==> config.mk <==
export PLATFORM = sky130hd
export DESIGN_NAME = elastic_pipe_reg
export DESIGN_NICKNAME = d
export VERILOG_FILES = /design/src/rtl/pipe_pkg.sv /design/src/rtl/skid_stage.sv /design/src/rtl/elastic_pipe_reg.sv
export SDC_FILE = /design/constraint.sdc
export NUM_CORES = 1
export LEC_CHECK = 0
export ABC_AREA = 0
export BUFFER_PORTS_ARGS = -buffer_cell sky130_fd_sc_hd__buf_2
export CAP_MARGIN = 0
export CORE_UTILIZATION = 25
export CTS_CLUSTER_DIAMETER = 150
export DETAILED_ROUTE_END_ITERATION = 16
export GPL_ROUTABILITY_DRIVEN = 0
export PLACE_DENSITY_LB_ADDON = 0.12
export SETUP_SLACK_MARGIN = 0.2
export SYNTH_ARGS = -nofsm -noshare
export SYNTH_HDL_FRONTEND = slang
export SYNTH_SLANG_ARGS = --single-unit
==> constraint.sdc <==
create_clock -name clk -period 1.5 [get_ports clk]
set_input_delay 0 -clock clk [delete_from_list [all_inputs] [get_ports clk]]
set_output_delay 0 -clock clk [all_outputs]
set_load 0.005 [all_outputs]
==> src/rtl/pipe_pkg.sv <==
// Shared constants and helpers for the elastic pipeline register.
package pipe_pkg;

  localparam int MAX_STAGES = 8;

  // Occupancy counter width: must represent 0..2*stages inclusive.
  function automatic int occ_width(input int stages);
    return $clog2(2 * stages + 1);
  endfunction

endpackage

==> src/rtl/skid_stage.sv <==
// One elastic stage: a main register feeding downstream plus a one-entry skid
// register that absorbs the single in-flight entry accepted while the main
// register is stalled. Upstream ready comes straight from a flop.
module skid_stage #(
  parameter int WIDTH = 154
) (
  input  logic             clk,
  input  logic             reset,
  input  logic             flush,
  input  logic             in_valid,
  input  logic [WIDTH-1:0] in_data,
  output logic             in_ready,
  output logic             out_valid,
  output logic [WIDTH-1:0] out_data,
  input  logic             out_ready
);

  logic             r_main_v;
  logic             r_skid_v;
  logic [WIDTH-1:0] r_main_d;
  logic [WIDTH-1:0] r_skid_d;

  logic             w_in_xfer;
  logic             w_main_free;

  assign w_in_xfer   = in_valid & ~r_skid_v;
  assign w_main_free = ~r_main_v | out_ready;

  assign in_ready  = ~r_skid_v;
  assign out_valid = r_main_v;
  assign out_data  = r_main_d;

  // Valid bits: refill main from skid first (FIFO order), else from input;
  // park the input in skid when main is stuck. Flush kills both entries.
  always_ff @(posedge clk or negedge reset) begin
    if (!reset) begin
      r_main_v <= 1'b0;
      r_skid_v <= 1'b0;
    end else if (flush) begin
      r_main_v <= 1'b0;
      r_skid_v <= 1'b0;
    end else if (w_main_free) begin
      if (r_skid_v) begin
        r_main_v <= 1'b1;
        r_skid_v <= 1'b0;
      end else begin
        r_main_v <= in_valid;
      end
    end else if (w_in_xfer) begin
      r_skid_v <= 1'b1;
    end
  end

  // Payload registers follow the same moves as the valids; flush leaves them alone.
  always_ff @(posedge clk or negedge reset) begin
    if (!reset) begin
      r_main_d <= '0;
      r_skid_d <= '0;
    end else if (w_main_free) begin
      if (r_skid_v) begin
        r_main_d <= r_skid_d;
      end else if (in_valid) begin
        r_main_d <= in_data;
      end
    end else if (w_in_xfer) begin
      r_skid_d <= in_data;
    end
  end

endmodule

==> src/rtl/elastic_pipe_reg.sv <==
// Chain of STAGES skid stages with a valid/ready handshake, global flush and
// an occupancy count of every live entry in the chain.
module elastic_pipe_reg
  import pipe_pkg::*;
#(
  parameter  int WIDTH  = 154,
  parameter  int STAGES = 1,
  localparam int OCC_W  = occ_width(STAGES)
) (
  input  logic             clk,
  input  logic             reset,
  input  logic             in_valid,
  input  logic [WIDTH-1:0] in_data,
  output logic             in_ready,
  output logic             out_valid,
  output logic [WIDTH-1:0] out_data,
  input  logic             out_ready,
  input  logic             flush,
  output logic [OCC_W-1:0] occupancy
);

  if (STAGES < 1 || STAGES > MAX_STAGES) begin : g_bad_stages
    $error("elastic_pipe_reg: STAGES=%0d outside 1..%0d", STAGES, MAX_STAGES);
  end

  logic             w_valid [STAGES+1];
  logic             w_ready [STAGES+1];
  logic [WIDTH-1:0] w_data  [STAGES+1];
  logic             w_in_xfer;
  logic             w_out_xfer;
  logic [OCC_W-1:0] r_occ;

  assign w_valid[0]      = in_valid;
  assign w_data[0]       = in_data;
  assign in_ready        = w_ready[0];
  assign out_valid       = w_valid[STAGES];
  assign out_data        = w_data[STAGES];
  assign w_ready[STAGES] = out_ready;

  for (genvar g = 0; g < STAGES; g++) begin : g_stage
    skid_stage #(
      .WIDTH(WIDTH)
    ) u_stage (
      .clk      (clk),
      .reset    (reset),
      .flush    (flush),
      .in_valid (w_valid[g]),
      .in_data  (w_data[g]),
      .in_ready (w_ready[g]),
      .out_valid(w_valid[g+1]),
      .out_data (w_data[g+1]),
      .out_ready(w_ready[g+1])
    );
  end

  // Internal hops conserve entries, so only the two end interfaces move the count.
  assign w_in_xfer  = in_valid & in_ready;
  assign w_out_xfer = out_valid & out_ready;

  // Occupancy tracks entries accepted minus entries delivered; flush zeroes it.
  always_ff @(posedge clk or negedge reset) begin
    if (!reset) begin
      r_occ <= '0;
    end else if (flush) begin
      r_occ <= '0;
    end else begin
      r_occ <= r_occ + OCC_W'(w_in_xfer) - OCC_W'(w_out_xfer);
    end
  end

  assign occupancy = r_occ;

endmodule

* Yosys cells after proc, flatten, opt, wreduce, memory -nomap -nowiden *
Cells that the tools add are included.

cells by class
  add/sub/neg operators = 2
  mux-type cells = 9
  bitwise gates (word level) = 6
  reduce and logical (&&, ||, !) cells = 5

operators by type and width
  kind               number
  $mux 154           2
  $mux 1             6
  $reduce_and 2->1   2
  $reduce_bool 2->1  2
  $not 1->1          3
  $reduce_bool 3->1  1
  $add 2x1->2        1
  $and 1x1->1        2
  $mux 2             1
  $sub 2x1->2        1
  $or 1x1->1         1

storage, ports and cells
  register bits = 312
  output and inout port bits = 158
  logic and storage cells = 27

* Logic depth before layout (Yosys ltp) *
Gate-level depths: netlist of run 1.

  depth in word-level cells = 5
  gate-level depth with buffers = 7
  gate-level depth less buffers = 7

* Hierarchy *
Synthesis of run 1 repeated with hierarchy kept, for this count alone.

second synthesis, totals
  cell total of the unflattened synthesis = 840
  area total of the unflattened synthesis = 13756.9 µm²

modules (own cells, without submodules)
  module            instances  cells each  area an instance (µm²)
  skid_stage        1          830         13635.6
  elastic_pipe_reg  1          10          121.4

* Least setup slack after synthesis of run 1 *
Ideal clock, no wire load.

  kind = register to register
  start point = reg g_stage[0].u_stage.r_skid_v
  end point = reg g_stage[0].u_stage.r_main_d[115]
  library setup time = 0.125 ns
  arrival = 1.374 ns
  required time = 1.375 ns
  setup slack = 0.001 ns
  stages on the path, launching flop included = 5
  period minus slack after synthesis = 1.499 ns
  path through = dfrtp_1 buf_2 buf_2 mux2_2 mux2_4

between the ends
  cells in the longest elaborated chain, start to end = 2

ends and longest elaborated chain
  item                         line              text
  start, declared              skid_stage.sv:19  logic r_skid_v;
  start signal, assigned       skid_stage.sv:38  r_skid_v <= 1'b0;
  start signal, assigned       skid_stage.sv:41  r_skid_v <= 1'b0;
  start signal, assigned       skid_stage.sv:45  r_skid_v <= 1'b0;
  $reduce_bool 2->1 (no line)  n/a
  $reduce_and 2->1 (no line)   n/a
  end signal, assigned         skid_stage.sv:61  r_main_d <= r_skid_d;
  end signal, assigned         skid_stage.sv:63  r_main_d <= in_data;
  end, declared                skid_stage.sv:20  logic [WIDTH-1:0] r_main_d;

Parallel ways exist; a longest one is shown, timed or not.
A chain may end at the register's enable or synchronous reset.

* Final worst setup path of run 1 *
  start point = reg g_stage[0].u_stage.r_skid_v
  end point = reg g_stage[0].u_stage.r_main_d[135]

Same word-level chain as after synthesis.

==> metrics, run 1 <==
# rows 85; Final ANT Viol Nets 0; failing checks setup timing; TritonCTS clock tree yes; Die Ht about 240 um; fmax 0.605 GHz; critical path type register to register; grt peak-use layer met2; initial DRC count roughly 220; layout cell share with drive strength beyond 1 62.2%; Clock transition at path regs approximately 0.06 ns; Worst Setup EP g_stage[0].u_stage.out_data[135]; worst-case reg-to-reg path depth 5; Overflow after GRT 0; vias in the first global route 9,694; Final Setup Violations just over 300; detailed-route DRC error count 0; met3 Usage GRT under 10%; CP arrival 2.07 ns; Core Area approximately 0.054 mm2; worst endpoint required time roughly 1.9 ns; fraction of registers with async set/reset between 90% and 100%; clock skew 0.00557 ns; count of final max-slew check failures 0; Worst Tran Pin Value 0.447 ns; Top FF cell, synth dfrtp_1; H-tree depth 2; port bufs 316; vias per std cell around 4.2; outcome complete, but fails checks; met2 Use GR between 20% and 30%; Post-Syn Instances 840; Via Count a little under 9,000; leading post-synthesis cells by cell area dfrtp_1 (57%), mux2_2 (28%), mux2_4 (6.6%); boundary pin count about 320; final net count roughly 1,500; GRT Resource Usage Total about an eighth; peak supply drop between 0.0008 and 0.0009 V; Crit. End Element register; RSZ-0062 raised after global routing true; clk_lat worst skew about 0.54 ns; Max-slew headroom roughly 70%; post-synthesis sequential area ratio a little under three fifths; critical path's top delay family buffers and inverters; Power Density roughly 1200 mW/mm2; CP Cell Sequence buf_4, o21a_4, buf_12, buf_16, mux2_4; CTS Sinks ~310; Mapped Area ~0.014 mm2; mean post-synth cell area 16.3 um2; worst r2r dst g_stage[0].u_stage.out_data[135]; Buf/Inv on CP 3; FF+latch count, synth 312; Die W approximately 240 um; most frequent cells after synthesis mux2_2 (342), dfrtp_1 (312), mux2_1 (60), mux2_4 (60), buf_2 (34); TritonCTS buffer count 40; Hold Fails Final Rpt 0; first-pass GRT wire length between 50 and 60 mm; GR Util met1 17.5%; Yosys top cell by area dfrtp_1; Finished Core Util a little under two fifths; CTS max path bufs 3; Hold WC Path Type input port to asynchronous set/reset pin; Design Area, Final 0.0200 mm2; worst hold slack between 0.001 and 0.0015 ns; CP startpoint g_stage[0].u_stage.r_skid_v; fillcell total between 5,000 and 6,000; Placed Cells around 1,900; effective utilization at floorplan about 25%; non-filler cells in the finished layout approximately 2,100; WL final a little under 40 mm; Pre-antenna DRT Iters 4; largest net degree at the start of global routing 51; EDFF count, synth 0; Worst path max stage delay around 0.49 ns; P_leak about 0.009 uW; Synth Net Count roughly 1,000; top fanout value on the critical path 17; initial antenna violation count 0; R2R Path Start g_stage[0].u_stage.r_skid_v; minimum clock period about 1.7 ns; hpwl dp 24.1 mm; Tcrit/Tclk final 110%; Total Neg Setup Slack -31.42 ns; cell with the most instances after synthesis mux2_2; Netlist cell types 20; MaxCap Viol Count 0; area of the die about 0.056 mm2; root buf cell clkbuf_16; Post-DP Area ~0.017 mm2; CP Depth 5; CP Launch Type register; R2R Setup Slk -0.15 ns; Layout Area Growth over Synthesis 46.4%; Warnings, synthesis 0; slowest CP cell dfrtp_4; DR WL/cell roughly 18 um; ANT cells 0; min setup slack post-route -0.152 ns; Synth top area share 57.1%
-- registers in the layout, indices dropped and copies added (netlist names) --
signal / cells
g_stage.u_stage.out_data: 154
g_stage.u_stage.out_valid: 1
g_stage.u_stage.r_skid_d: 154
g_stage.u_stage.r_skid_v: 1
occupancy: 2
-- final cells by class --
| type | instances | area, um2 | share of cell area, % |
|---|---|---|---|
| sequential | 312 | 7810 | 39.0 |
| multi-input combinational | 476 | 5720 | 28.6 |
| timing repair buffer | 551 | 4370 | 21.8 |
| clock buffer | 58 | 1130 | 5.64 |
| tap | 696 | 871 | 4.35 |
| clock inverter | 7 | 113 | 0.562 |
| inverter | 2 | 7.51 | 0.0375 |
-- layer usage --
metal  share of wire [%]  routed length, um
met4                 1.9                732
met2                  47              17900
met5                   0                  0
met1                  46              17800
met3                 5.3               2050
-- worst register-to-register path, stage by stage (launching register included) --
cell	delay [ns]
dfrtp_4	0.49
buf_4	0.14
o21a_4	0.21
buf_12	0.17
buf_16	0.19
mux2_4	0.33
-- how the worst min path moves through the flow --
stage               start                             end  slack (ns)  cells past startpoint
finish              reset  g_stage[0].u_stage.r_skid_d[4]       0.001                      2
CTS                 reset  g_stage[0].u_stage.r_skid_d[4]       -0.02                      2
floorplan           reset  g_stage[0].u_stage.out_data[0]       -0.30                      0
global route        reset  g_stage[0].u_stage.r_skid_d[4]        0.02                      2
detailed placement  reset  g_stage[0].u_stage.r_skid_d[4]       -0.03                      1
global placement    reset  g_stage[0].u_stage.r_skid_d[3]       -0.03                      1
-- report_power, final --
| part | switching, uW | internal, uW |
|---|---|---|
| logic | 1600 | 2870 |
| registers | 819 | 10000 |
| clock network | 3640 | 5690 |
-- per-stage QoR --
step | power (uW) | setup slack (ns)
after floorplan | 13000 | 0.0399
after global placement | 14700 | -0.169
after detailed placement | 14800 | -0.161
after CTS | 24800 | -0.155
after global routing | 26000 | -0.190
final | 24700 | -0.152
-- cells by family after synthesis --
kind of cell / Yosys count / share of synthesized area (%)
AOI/OAI and AO/OA: 2 / 0.0915
xor gates and xnor gates: 2 / 0.128
adders and majority gates: 2 / 0.183
buffers and inverters: 52 / 2.34
DFF: 312 / 57.1
muxes: 462 / 39.7
and+or+nand+nor: 8 / 0.467
-- timing repair --
action | in CTS | in global routing
pin swaps | 0 | 3
setup buffers | 1 | 7
hold buffers | 158 | 0
cloned | 0 | 17
hold endpoints to repair | 604 | 0
endpoints found under the setup margin | 311 | 311
gates resized for setup | 13 | 40
-- cell usage in the layout (no fill, tap or decap) --
cell / synthesis / layout
nand2b_4: 2 / 2
clkbuf_1: 0 / 13
buf_2: 34 / 315
inv_2: 0 / 1
buf_4: 8 / 29
dfrtp_4: 0 / 1
dfrtp_1: 312 / 311
a21oi_1: 1 / 1
and2_4: 0 / 1
clkinvlp_4: 0 / 1
inv_1: 2 / 1
mux2_4: 60 / 92
nor2_1: 2 / 2
clkinv_2: 0 / 3
dlygate4sd3_1: 0 / 158
bufinv_16: 0 / 3
buf_16: 0 / 6
nor2_4: 1 / 1
mux2_1: 60 / 43
buf_6: 7 / 8
clkbuf_16: 0 / 50
mux2_2: 342 / 327
nor3_1: 1 / 1
o21a_4: 0 / 1
ha_4: 0 / 2
buf_12: 0 / 25
xor2_2: 0 / 1
xnor2_1: 1 / 1
buf_8: 0 / 1
nor2b_4: 0 / 1
clkbuf_8: 0 / 4
No activity file was read; power rests on OpenSTA's default activity.
==> run 2: changes to the inputs <==
--- a/config.mk
+++ b/config.mk
@@ -13,7 +13,6 @@
 export DETAILED_ROUTE_END_ITERATION = 16
 export GPL_ROUTABILITY_DRIVEN = 0
 export PLACE_DENSITY_LB_ADDON = 0.12
-export SETUP_SLACK_MARGIN = 0.2
 export SYNTH_ARGS = -nofsm -noshare
 export SYNTH_HDL_FRONTEND = slang
 export SYNTH_SLANG_ARGS = --single-unit
==> constraint.sdc (replaced) <==
create_clock -name clk -period 1.7 [get_ports clk]
set_input_delay 0 -clock clk [delete_from_list [all_inputs] [get_ports clk]]
set_output_delay 0 -clock clk [all_outputs]
set_load 0.005 [all_outputs]
==> run 2 against run 1 <==
Against the previous run:
- critical path depth did not move
- design area fell by 1.2%
- core utilization fell by 0.46 points
- combinational power fell by 16%
- maximum frequency fell by 1.9%
- via count fell by 0.50%
- sequential share of layout area rose by 0.49 points
- hold slack improved by 0.23 ns
- the flow now finishes without violations
==> metrics, run 2 (synthesis results as in run 1) <==
met2 Use GR 21.6% (was 20.2%); total power 21,800 uW (was 24,700 uW); GR Util met1 18.2% (was 17.5%); CP arrival 2.10 ns (was 2.07 ns); first-pass GRT wire length 58.9 mm (was 56.8 mm); Pre-antenna DRT Iters 4 (unchanged); internal power 16,500 uW (was 18,600 uW); boundary pin count 317 (unchanged); hpwl dp 25.1 mm (was 24.1 mm); critical path type register to register (unchanged); switch share 24.3% (was 24.5%); final net count 1,532 (was 1,544); Hold WC Path Type input port to register (was input port to asynchronous set/reset pin); MaxCap Viol Count 0 (unchanged); Tcrit/Tclk final 99.0% (was 110%); Max-slew headroom 73.3% (was 70.2%); area of the die 0.0556 mm2 (unchanged); worst r2r dst g_stage[0].u_stage.r_skid_d[118] (was g_stage[0].u_stage.out_data[135]); TritonCTS clock tree yes (unchanged); fillcell total 5,233 (was 5,218); GRT Resource Usage Total 13.5% (was 13.0%); Final ANT Viol Nets 0 (unchanged); vias per std cell 4.22 (was 4.23); Via Count 8,838 (was 8,882); Comb pwr share 17.2% (was 18.1%); detailed-route DRC error count 0 (unchanged); vias in the first global route 9,924 (was 9,694); Overflow after GRT 0 (unchanged); fmax 0.594 GHz (was 0.605 GHz); worst hold slack 0.234 ns (was 0.00104 ns); CP Cell Sequence nand2b_4, nor2_4, buf_12, buf_16, mux2_1 (was buf_4, o21a_4, buf_12, buf_16, mux2_4); Die Ht 236 um (unchanged); part of the power in registers 43.9% (was 44.1%); DR WL/cell 17.7 um (was 18.3 um); layout cell share with drive strength beyond 1 62.0% (was 62.2%); Worst Tran Pin Value 0.400 ns (was 0.447 ns); Die W 236 um (unchanged); effective utilization at floorplan 25.4% (unchanged); met3 Usage GRT 2.86% (was 3.53%); R2R Path Start g_stage[0].u_stage.r_skid_v (unchanged); Clock transition at path regs 0.06 ns (about the same); Layout Area Growth over Synthesis 44.6% (was 46.4%); Final Setup Violations 0 (was 307); # rows 85 (unchanged); P_leak 0.00888 uW (was 0.00899 uW); CTS Sinks 312 (unchanged); NetSw 5280 uW (was 6050 uW); clock skew 0.00781 ns (was 0.00557 ns); TritonCTS buffer count 39 (was 40); grt peak-use layer met2 (unchanged); peak supply drop 0.000537 V (was 0.000839 V); slowest CP cell dfrtp_4 (unchanged); most common cell after layout, fill and taps aside mux2_2 (unchanged); top fanout value on the critical path 17 (unchanged); Crit. End Element register (unchanged); Clk pwr share 38.9% (was 37.8%); worst endpoint required time 2.11 ns (was 1.92 ns); largest net degree at the start of global routing 49 (was 51); initial antenna violation count 1 (was 0); Min-Delay Endpoint g_stage[0].u_stage.r_skid_d[81]; Power Density 1100 mW/mm2 (was 1230 mW/mm2); Hold Crit Start in_data[81]; clk_lat worst skew 0.54 ns (about the same); port bufs 316 (unchanged); outcome complete, no violations (was complete, but fails checks); hold depth 3; RSZ-0062 raised after global routing true (unchanged); minimum clock period 1.68 ns (was 1.65 ns); R2R Setup Slk 0.02 ns (was -0.15 ns); Core Area 0.0539 mm2 (unchanged); Buf/Inv on CP 2 (was 3); commonest non-fill, non-tap cells in the layout mux2_2 (339), buf_2 (315), dfrtp_1 (311) (was mux2_2 (327), buf_2 (315), dfrtp_1 (311)); root buf cell clkbuf_16 (unchanged); WL final 37.0 mm (was 38.5 mm); CTS max path bufs 3 (unchanged); H-tree depth 2 (unchanged); Worst path max stage delay 0.51 ns (was 0.49 ns); worst-case reg-to-reg path depth 5 (unchanged); Hold Fails Final Rpt 0 (unchanged); count of final max-slew check failures 0 (unchanged); initial DRC count 233 (was 222); critical path's top delay family flip-flops (was buffers and inverters); CP Launch Type register (unchanged)
[run 2: cell count changes in the layout (fill, tap and decap cells not counted), sizes merged]
cell	change
buf	-7
clkbuf	-2
dlygate4sd3	+2
diode	+1
clkinv	+3
clkinvlp	-1
bufinv	-2
[run 2: layout make-up]
cell class / count / area (um2) / share of cell area (%)
flip-flops and latches: 312 / 7810 / 39.5
multi-input cells: 476 / 5630 / 28.5
repair buffers: 540 / 4120 / 20.8
clock buffers: 62 / 1260 / 6.40
well taps: 696 / 871 / 4.40
clock inverters: 7 / 63.8 / 0.323
inverters: 2 / 7.51 / 0.0380
diodes: 1 / 2.50 / 0.0127
[run 2: worst max-delay path by stage]
stage / end / cells after the start / start / slack (ns)
2_1_floorplan: g_stage[0].u_stage.out_data[115] / 4 / g_stage[0].u_stage.r_skid_v / 0.20
5_1_grt: g_stage[0].u_stage.r_skid_d[102] / 5 / g_stage[0].u_stage.r_skid_v / -0.04
6_report: g_stage[0].u_stage.r_skid_d[118] / 5 / g_stage[0].u_stage.r_skid_v / 0.02
3_3_place_gp: g_stage[0].u_stage.r_skid_d[37] / 5 / g_stage[0].u_stage.r_skid_v / 0.03
4_1_cts: g_stage[0].u_stage.r_skid_d[121] / 5 / g_stage[0].u_stage.r_skid_v / 0.002
3_5_place_dp: g_stage[0].u_stage.r_skid_d[39] / 5 / g_stage[0].u_stage.r_skid_v / 0.008
[run 2: tightest hold or removal path, cell delays in order]
cell	delay (ns)
dlygate4sd3_1	0.51
buf_2	0.11
mux2_1	0.11
[run 2: per-stage QoR]
| step | cells | utilization [%] | TNS (ns) | setup slack [ns] | cell area, um2 |
|---|---|---|---|---|---|
| global placement | 1860 | 30.8 | 0 | 0.0348 | 16600 |
| CTS | 2091 | 36.3 | 0 | 0.00197 | 19600 |
| global route | 2096 | 36.7 | -2.31 | -0.0364 | 19800 |
| floorplan | 840 | - | 0 | 0.201 | 13700 |
| finish | 2096 | 36.7 | 0 | 0.0164 | 19800 |
| detailed placement | 1860 | 30.8 | 0 | 0.00771 | 16600 |
[run 2: power groups by stage]
stage / combinational [uW] / sequential, uW / clock, uW
after floorplan: 1880 / 9550 / 0
after global placement: 3360 / 9630 / 0
after detailed placement: 3410 / 9670 / 0
after CTS: 3740 / 9560 / 8840
after global routing: 4110 / 9760 / 9140
final: 3740 / 9550 / 8470
[run 2: timing repair]
| item | CTS | global route |
|---|---|---|
| hold buffers | 161 | 0 |
| pin swaps | 0 | 1 |
| gates resized for setup | 2 | 23 |
| hold endpoints to repair | 609 | 0 |
| endpoints found under the setup margin | 5 | 120 |
| setup buffers | 1 | 1 |
| cloned | 0 | 3 |
[run 2: metal layers]
layer / up-vias / part of all wire, %
met5: - / 0
met4: 0 / 2.0
met3: 45 / 4.9
met2: 208 / 46
met1: 4472 / 47
li1: 4113 / -
